[config.mk]
export PLATFORM = sky130hd
export DESIGN_NAME = ad5628_frame_decoder
export DESIGN_NICKNAME = d
export VERILOG_FILES = /design/src/rtl/ad5628_pkg.sv /design/src/rtl/ad5628_frame_decoder_sync_edge_detect.sv /design/src/rtl/ad5628_frame_decoder.sv
export SDC_FILE = /design/constraint.sdc
export NUM_CORES = 1
export LEC_CHECK = 0
export BUFFER_PORTS_ARGS = -buffer_cell sky130_fd_sc_hd__buf_2
export CAP_MARGIN = 15
export CORE_ASPECT_RATIO = 0.8
export CORE_MARGIN = 1.5
export CORE_UTILIZATION = 31
export CTS_CLUSTER_SIZE = 16
export DETAILED_ROUTE_END_ITERATION = 16
export PLACE_DENSITY_LB_ADDON = 0.25
export REMOVE_ABC_BUFFERS = 1
export SLEW_MARGIN = 10
export SYNTH_ARGS = -nofsm -noshare
export SYNTH_HDL_FRONTEND = slang
export SYNTH_SLANG_ARGS = --single-unit
[constraint.sdc]
create_clock -name i_clk -period 21.9 [get_ports i_clk]
set_input_delay 2.19 -clock i_clk [delete_from_list [all_inputs] [get_ports i_clk]]
set_output_delay 2.19 -clock i_clk [all_outputs]
set_load 0.03 [all_outputs]
[src/rtl/ad5628_pkg.sv]
// Shared definitions for the AD5628 receive-side frame decoder:
// command codes, frame field positions, channel count and FSM states.
package ad5628_pkg;

    localparam int N_CH       = 8;
    localparam int FRAME_BITS = 32;
    localparam int DATA_W     = 12;
    localparam int CNT_W      = 6;

    // Bit counter values: a good frame lands exactly on CNT_FULL,
    // CNT_OVER is the saturation point that marks an overlong frame.
    localparam logic [CNT_W-1:0] CNT_FULL = 6'd32;
    localparam logic [CNT_W-1:0] CNT_OVER = 6'd33;

    // Field positions inside the 32-bit frame
    localparam int CMD_MSB  = 27;
    localparam int CMD_LSB  = 24;
    localparam int ADDR_MSB = 23;
    localparam int ADDR_LSB = 20;
    localparam int DATA_MSB = 19;
    localparam int DATA_LSB = 8;
    localparam int REF_BIT  = 0;

    localparam logic [3:0] ADDR_ALL = 4'hF;

    typedef enum logic [3:0] {
        CMD_WR_IN      = 4'd0,
        CMD_UPD        = 4'd1,
        CMD_WR_UPD_ALL = 4'd2,
        CMD_WR_UPD     = 4'd3,
        CMD_REF        = 4'd8
    } cmd_e;

    typedef enum logic {
        ST_IDLE,
        ST_SHIFT
    } state_e;

    // True for the command codes the decoder acts on
    function automatic logic cmdSupported(input logic [3:0] cmd);
        return (cmd == CMD_WR_IN) || (cmd == CMD_UPD) ||
               (cmd == CMD_WR_UPD_ALL) || (cmd == CMD_WR_UPD) ||
               (cmd == CMD_REF);
    endfunction

    // True when an address selects the given channel (directly or broadcast)
    function automatic logic addrHits(input logic [3:0] addr, input int ch);
        return (addr == ADDR_ALL) || (int'(addr) == ch);
    endfunction

endpackage

[src/rtl/ad5628_frame_decoder_sync_edge_detect.sv]
// Multi-stage synchronizer for an asynchronous input, followed by a
// registered edge detector producing one-cycle rise/fall strobes.
module sync_edge_detect #(
    parameter int STAGES = 2
) (
    input  logic i_clk,
    input  logic i_rst,
    input  logic i_async,
    output logic o_rise,
    output logic o_fall
);

    logic [STAGES-1:0] r_chain;
    logic              r_prev;
    logic              r_rise;
    logic              r_fall;
    logic              w_level;

    assign w_level = r_chain[STAGES-1];

    // Synchronizer chain; clears to 0 so that a line already low when reset
    // drops (e.g. cs mid-frame) never looks like a fresh falling edge.
    always_ff @(posedge i_clk or posedge i_rst) begin
        if (i_rst) begin
            r_chain <= '0;
        end else begin
            r_chain <= {r_chain[STAGES-2:0], i_async};
        end
    end

    // Registered edge strobes, one cycle behind the synchronized level
    always_ff @(posedge i_clk or posedge i_rst) begin
        if (i_rst) begin
            r_prev <= 1'b0;
            r_rise <= 1'b0;
            r_fall <= 1'b0;
        end else begin
            r_prev <= w_level;
            r_rise <= w_level & ~r_prev;
            r_fall <= ~w_level & r_prev;
        end
    end

    assign o_rise = r_rise;
    assign o_fall = r_fall;

endmodule

[src/rtl/ad5628_frame_decoder.sv]
// Receive-side model of the AD5628 SPI interface: oversamples sclk/cs/mosi,
// assembles 32-bit frames and maintains the input/DAC register file and
// internal-reference enable.
module ad5628_frame_decoder #(
    parameter int SYNC_STAGES = 2,
    parameter int N_CH        = 8
) (
    input  logic                 i_clk,
    input  logic                 i_rst,
    input  logic                 i_sclk,
    input  logic                 i_cs,
    input  logic                 i_mosi,
    output logic [N_CH*12-1:0]   o_dac_code,
    output logic                 o_ref_on,
    output logic                 o_frame_valid,
    output logic                 o_frame_err,
    output logic                 o_cmd_err,
    output logic [3:0]           o_last_cmd,
    output logic [3:0]           o_last_addr
);

    import ad5628_pkg::*;

    logic                  w_sclkRise;
    logic                  w_sclkFall;
    logic                  w_csRise;
    logic                  w_csFall;
    logic [SYNC_STAGES-1:0] r_mosiChain;
    logic                  r_mosiAligned;

    state_e                r_state;
    state_e                w_nextState;
    logic                  w_clear;
    logic                  w_shift;
    logic                  w_eval;

    logic [FRAME_BITS-1:0] r_frame;
    logic [CNT_W-1:0]      r_count;
    logic [FRAME_BITS-1:0] w_shiftedFrame;
    logic [CNT_W-1:0]      w_bumpedCount;
    logic [FRAME_BITS-1:0] w_evalFrame;
    logic [CNT_W-1:0]      w_evalCount;
    logic [3:0]            w_cmd;
    logic [3:0]            w_addr;
    logic [DATA_W-1:0]     w_data;
    logic                  w_addrValid;
    logic                  w_unusedBits;
    logic                  w_unusedSclkRise;

    logic [DATA_W-1:0]     r_inReg  [N_CH];
    logic [DATA_W-1:0]     r_dacReg [N_CH];
    logic                  r_refOn;
    logic                  r_frameValid;
    logic                  r_frameErr;
    logic                  r_cmdErr;
    logic [3:0]            r_lastCmd;
    logic [3:0]            r_lastAddr;

    sync_edge_detect #(.STAGES(SYNC_STAGES)) u_sclkSync (
        .i_clk   (i_clk),
        .i_rst   (i_rst),
        .i_async (i_sclk),
        .o_rise  (w_sclkRise),
        .o_fall  (w_sclkFall)
    );

    sync_edge_detect #(.STAGES(SYNC_STAGES)) u_csSync (
        .i_clk   (i_clk),
        .i_rst   (i_rst),
        .i_async (i_cs),
        .o_rise  (w_csRise),
        .o_fall  (w_csFall)
    );

    assign w_unusedSclkRise = w_sclkRise;

    // mosi synchronizer plus one extra flop so the sampled bit lines up with
    // the registered sclk falling-edge strobe
    always_ff @(posedge i_clk or posedge i_rst) begin
        if (i_rst) begin
            r_mosiChain   <= '0;
            r_mosiAligned <= 1'b0;
        end else begin
            r_mosiChain   <= {r_mosiChain[SYNC_STAGES-2:0], i_mosi};
            r_mosiAligned <= r_mosiChain[SYNC_STAGES-1];
        end
    end

    // FSM state register
    always_ff @(posedge i_clk or posedge i_rst) begin
        if (i_rst) begin
            r_state <= ST_IDLE;
        end else begin
            r_state <= w_nextState;
        end
    end

    // FSM next-state: a cs fall opens a frame, a cs rise closes it
    always_comb begin
        w_nextState = r_state;
        case (r_state)
            ST_IDLE:  if (w_csFall) w_nextState = ST_SHIFT;
            ST_SHIFT: if (w_csRise) w_nextState = ST_IDLE;
            default:  w_nextState = ST_IDLE;
        endcase
    end

    // FSM outputs: sclk edges only matter inside a frame, so they are
    // ignored entirely while idle (cs high)
    always_comb begin
        w_clear = 1'b0;
        w_shift = 1'b0;
        w_eval  = 1'b0;
        case (r_state)
            ST_IDLE: begin
                w_clear = w_csFall;
            end
            ST_SHIFT: begin
                w_shift = w_sclkFall;
                w_eval  = w_csRise;
            end
            default: ;
        endcase
    end

    // When the last sclk fall and the cs rise coincide, the evaluation must
    // see the frame and count as they will be after this cycle's shift.
    assign w_shiftedFrame = {r_frame[FRAME_BITS-2:0], r_mosiAligned};
    assign w_bumpedCount  = (r_count == CNT_OVER) ? CNT_OVER : r_count + 1'b1;
    assign w_evalFrame    = w_shift ? w_shiftedFrame : r_frame;
    assign w_evalCount    = w_shift ? w_bumpedCount  : r_count;

    assign w_cmd       = w_evalFrame[CMD_MSB:CMD_LSB];
    assign w_addr      = w_evalFrame[ADDR_MSB:ADDR_LSB];
    assign w_data      = w_evalFrame[DATA_MSB:DATA_LSB];
    assign w_addrValid = (int'(w_addr) < N_CH) || (w_addr == ADDR_ALL);
    assign w_unusedBits = ^{w_evalFrame[31:28], w_evalFrame[7:1]};

    // Shift register and saturating bit counter
    always_ff @(posedge i_clk or posedge i_rst) begin
        if (i_rst) begin
            r_frame <= '0;
            r_count <= '0;
        end else if (w_clear) begin
            r_frame <= '0;
            r_count <= '0;
        end else if (w_shift) begin
            r_frame <= w_shiftedFrame;
            r_count <= w_bumpedCount;
        end
    end

    // Frame evaluation: register file, reference bit, last_* and pulses.
    // Command 2 copies the freshly written value, so the hit channel is
    // loaded from the frame data rather than from the old input register.
    always_ff @(posedge i_clk or posedge i_rst) begin
        if (i_rst) begin
            for (int ch = 0; ch < N_CH; ch++) begin
                r_inReg[ch]  <= '0;
                r_dacReg[ch] <= '0;
            end
            r_refOn      <= 1'b0;
            r_frameValid <= 1'b0;
            r_frameErr   <= 1'b0;
            r_cmdErr     <= 1'b0;
            r_lastCmd    <= '0;
            r_lastAddr   <= '0;
        end else begin
            r_frameValid <= 1'b0;
            r_frameErr   <= 1'b0;
            r_cmdErr     <= 1'b0;
            if (w_eval) begin
                if (w_evalCount == CNT_FULL) begin
                    r_frameValid <= 1'b1;
                    r_cmdErr     <= ~cmdSupported(w_cmd);
                    r_lastCmd    <= w_cmd;
                    r_lastAddr   <= w_addr;
                    if (w_cmd == CMD_REF) begin
                        r_refOn <= w_evalFrame[REF_BIT];
                    end else if (w_addrValid) begin
                        for (int ch = 0; ch < N_CH; ch++) begin
                            case (w_cmd)
                                CMD_WR_IN: begin
                                    if (addrHits(w_addr, ch)) r_inReg[ch] <= w_data;
                                end
                                CMD_UPD: begin
                                    if (addrHits(w_addr, ch)) r_dacReg[ch] <= r_inReg[ch];
                                end
                                CMD_WR_UPD_ALL: begin
                                    if (addrHits(w_addr, ch)) begin
                                        r_inReg[ch]  <= w_data;
                                        r_dacReg[ch] <= w_data;
                                    end else begin
                                        r_dacReg[ch] <= r_inReg[ch];
                                    end
                                end
                                CMD_WR_UPD: begin
                                    if (addrHits(w_addr, ch)) begin
                                        r_inReg[ch]  <= w_data;
                                        r_dacReg[ch] <= w_data;
                                    end
                                end
                                default: ;
                            endcase
                        end
                    end
                end else begin
                    r_frameErr <= 1'b1;
                end
            end
        end
    end

    // Pack the DAC registers onto the flat output bus
    always_comb begin
        o_dac_code = '0;
        for (int ch = 0; ch < N_CH; ch++) begin
            o_dac_code[ch*DATA_W +: DATA_W] = r_dacReg[ch];
        end
    end

    assign o_ref_on      = r_refOn;
    assign o_frame_valid = r_frameValid;
    assign o_frame_err   = r_frameErr;
    assign o_cmd_err     = r_cmdErr;
    assign o_last_cmd    = r_lastCmd;
    assign o_last_addr   = r_lastAddr;

endmodule

==> flow_metrics.py <==
metrics = {
    "outcome": {
        "status": "finished, final reports clean",
    },
    "grt": {
        "grt_antenna_before_repair": 0,
        "gr-usage-met2_pct": 21.8,
        "grt_use_met3_pct": 2.50,
        "grt_max_degree": 143,
        "grt.total_usage_pct": 15.2,
        "grt_pass1_wl_mm": 45.1,
        "overflow": 0,
        "grt_util_met1_pct": 23.9,
        "grt_pass1_vias": 7337,
        "top_usage_layer": "met1",
    },
    "synth": {
        "synth_cell_types": 69,
        "syn_avg_cell_area_um2": 13.3,
        "async_flop_share_pct": 100,
        "synth_edf_count": 0,
        "yosysWarningCount": 0,
        "synthFlopType": "dfrtp_1",
        "syn_inst": 852,
        "synth_top_area_share_pct": 55.3,
        "yosys-top-cells-area": "dfrtp_1, mux2_4, mux2_2",
        "yosys_register_bits": 251,
        "yosysTopAreaCell": "dfrtp_1",
        "synth.cell_area_um2": 11400,
        "seq_area_frac_synth_pct": 55.3,
    },
    "critical_path": {
        "cp-start-kind": "register",
        "cp_data_arrival_time_ns": 4.26,
        "end_kind": "register",
        "reg2reg_from": "u_sclkSync.o_fall",
        "crit_required_ns": 22.33,
        "worstRegToRegCells": 6,
        "critPathMaxFanout": 42,
        "crit_type": "register to register",
        "r2r_slack_ns": 18.07,
        "startpoint": "u_sclkSync.o_fall",
        "r2r-end": "o_dac_code[10]",
    },
    "sta": {
        "fin_ws_ns": 18.07,
        "period_share_pct": 17.5,
        "setup_viol": 0,
        "slew_headroom_pct": 26.5,
        "max_freq_ghz": 0.261,
        "grt_setup_unrepaired": "false",
        "finalSetupTns_ns": 0,
        "holdWs_ns": 0.347,
        "hold_viol_final": 0,
        "skew_ns": 0.0171,
        "min_period_ns": 3.83,
        "slew_viol_final": 0,
        "tightestPinTransition_ns": 1.07,
    },
    "floorplan": {
        "placementRows": 62,
        "io_pins": 113,
        "die-area_um2": 37800,
        "start_util_pct": 31.6,
        "dieWidth_um": 217,
        "coreArea_um2": 36000,
        "die_y_um": 174,
    },
    "drt": {
        "drc": 0,
        "post_drt_wl_per_cell_um": 19.8,
        "vias": 7321,
        "first_pass_iters": 5,
        "drtIter0Drc": 466,
        "ant_nets": 0,
        "routed_wl_mm": 28.2,
        "vias_per_cell": 5.12,
    },
    "placed_design": {
        "hpwl_mm": 17.5,
        "postPlaceCellArea_um2": 12200,
        "place_inst": 1380,
        "pre_cts_ws_ns": 17.94,
        "io_buffers": 112,
        "gp_congestion": 0.738,
    },
    "pwr": {
        "finalPower_mw": 1.00,
        "peakVddDrop_mv": 0.0411,
        "leakage_nw": 6.48,
        "power.density_nw_per_um2": 76.3,
    },
    "final_layout": {
        "fill_cells": 3536,
        "post_route_cells_drive_above_1_share_pct": 34.5,
        "final_area_um2": 13100,
        "final_util_pct": 36.5,
        "antennaDiodeCount": 0,
        "stdcell_count": 1429,
        "area_growth_syn_to_layout_pct": 15.6,
        "layout.nets": 936,
    },
    "clock_network": {
        "clkLatencyLatePin_ns": 0.55,
        "h-tree-depth": 1,
        "clock-sinks": 251,
        "postCtsResizedCells": 0,
        "cts_tree": "yes",
        "clk_path_buf_depth": 3,
        "cts_buffers": 27,
        "postCtsHoldBufs": 0,
        "cts_root_buf": "clkbuf_16",
        "post_cts_buffers": 0,
        "clk_pin_slew_ns": 0.07,
    },
    "worst_hold_path": {
        "min_to": "u_csSync.r_chain[1]",
        "worst_hold_path_type": "register to register",
        "hp-start": "u_csSync.r_chain[0]",
        "worst_hold_path.num_cells": 0,
    },
    "job": {
        "cap_violations": 0,
    },
}
-- cell usage in the layout (no fill, tap or decap), types with 12 or more instances in the layout --
master and n:
mux2i_1 13, mux2_2 47, o2bb2ai_1 58, buf_4 12
a21oi_1 18, mux2_4 68, and2_1 17, a22oi_1 57
clkbuf_16 27, mux2_1 28, o22ai_1 14, buf_2 112
nand2_1 45, nor2_1 32, a2bb2oi_1 13, dfrtp_1 251
-- cell type report --
type	instances	area [µm²]	share of cell area, %
inverter	8	37.5	0.286
multi-input combinational	517	4640	35.3
clock buffer	37	783	5.96
clock inverter	12	149	1.13
timing repair buffer	124	651	4.95
sequential	251	6280	47.8
tap	480	601	4.57
-- sequential cells by signal (all words and copies together), names as in the netlist, 2 cells and up --
signal,flops
o_last_cmd,4
o_dac_code,96
r_count,6
o_last_addr,4
u_sclkSync.r_chain,2
r_inReg,96
r_frame,28
u_csSync.r_chain,2
r_mosiChain,2
-- Yosys cell counts, types with 4 or more instances --
cell         n
mux2_2      47
a2bb2oi_1   13
nor4_1       5
buf_2       32
a21oi_1     18
o2bb2ai_1   58
o21ai_2      7
and2_1      18
nor2b_1      7
a22oi_1     57
clkbuf_1    27
nand2_1     45
nor3_1       4
a22o_1       9
buf_4        5
inv_1        8
mux2i_1     14
nand3_1      4
a32oi_1      5
mux2_4      68
nand3_4      5
buf_6       11
o22ai_1     14
mux2_1      28
nor2_1      32
dfrtp_1    251
-- routing by layer --
| metal | up-vias | part of all wire, % |
|---|---|---|
| li1 | 3315 | - |
| met1 | 3790 | 51 |
| met2 | 182 | 43 |
| met3 | 34 | 4.4 |
| met4 | 0 | 1.6 |
| met5 | - | 0 |
-- critical path, stage by stage (launching register included) --
cell and delay [ns]:
dfrtp_1 0.63, and2_2 0.77, a2bb2oi_1 0.16, nor2_1 0.85
o21a_1 0.63, mux2_2 0.40, mux2_2 0.25
-- logic make-up after synthesis --
logic type / after synthesis / synth area share, %
AND/OR/NAND/NOR: 146 / 7.74
XOR/XNOR: 3 / 0.231
flip-flops: 251 / 55.3
adder cells (fa/ha/maj): 2 / 0.220
multiplexers: 157 / 17.6
AO/OA/AOI/OAI: 209 / 14.9
buffers and inverters: 84 / 4.02
-- worst max-delay path by stage --
stage	endpoint	cells after the start	slack, ns
floorplan	o_cmd_err	1	12.81
global placement	o_dac_code[63]	3	17.96
detailed placement	o_dac_code[63]	3	17.94
CTS	o_dac_code[1]	6	17.99
global route	o_dac_code[10]	6	17.75
finish	o_dac_code[10]	6	18.07
-- power breakdown --
group / switching (mW) / internal (mW)
Sequential: 0.00766 / 0.470
Clock: 0.188 / 0.285
Combinational: 0.0372 / 0.0149
Total: 0.233 / 0.770
Power figures use the tool's default switching activity.
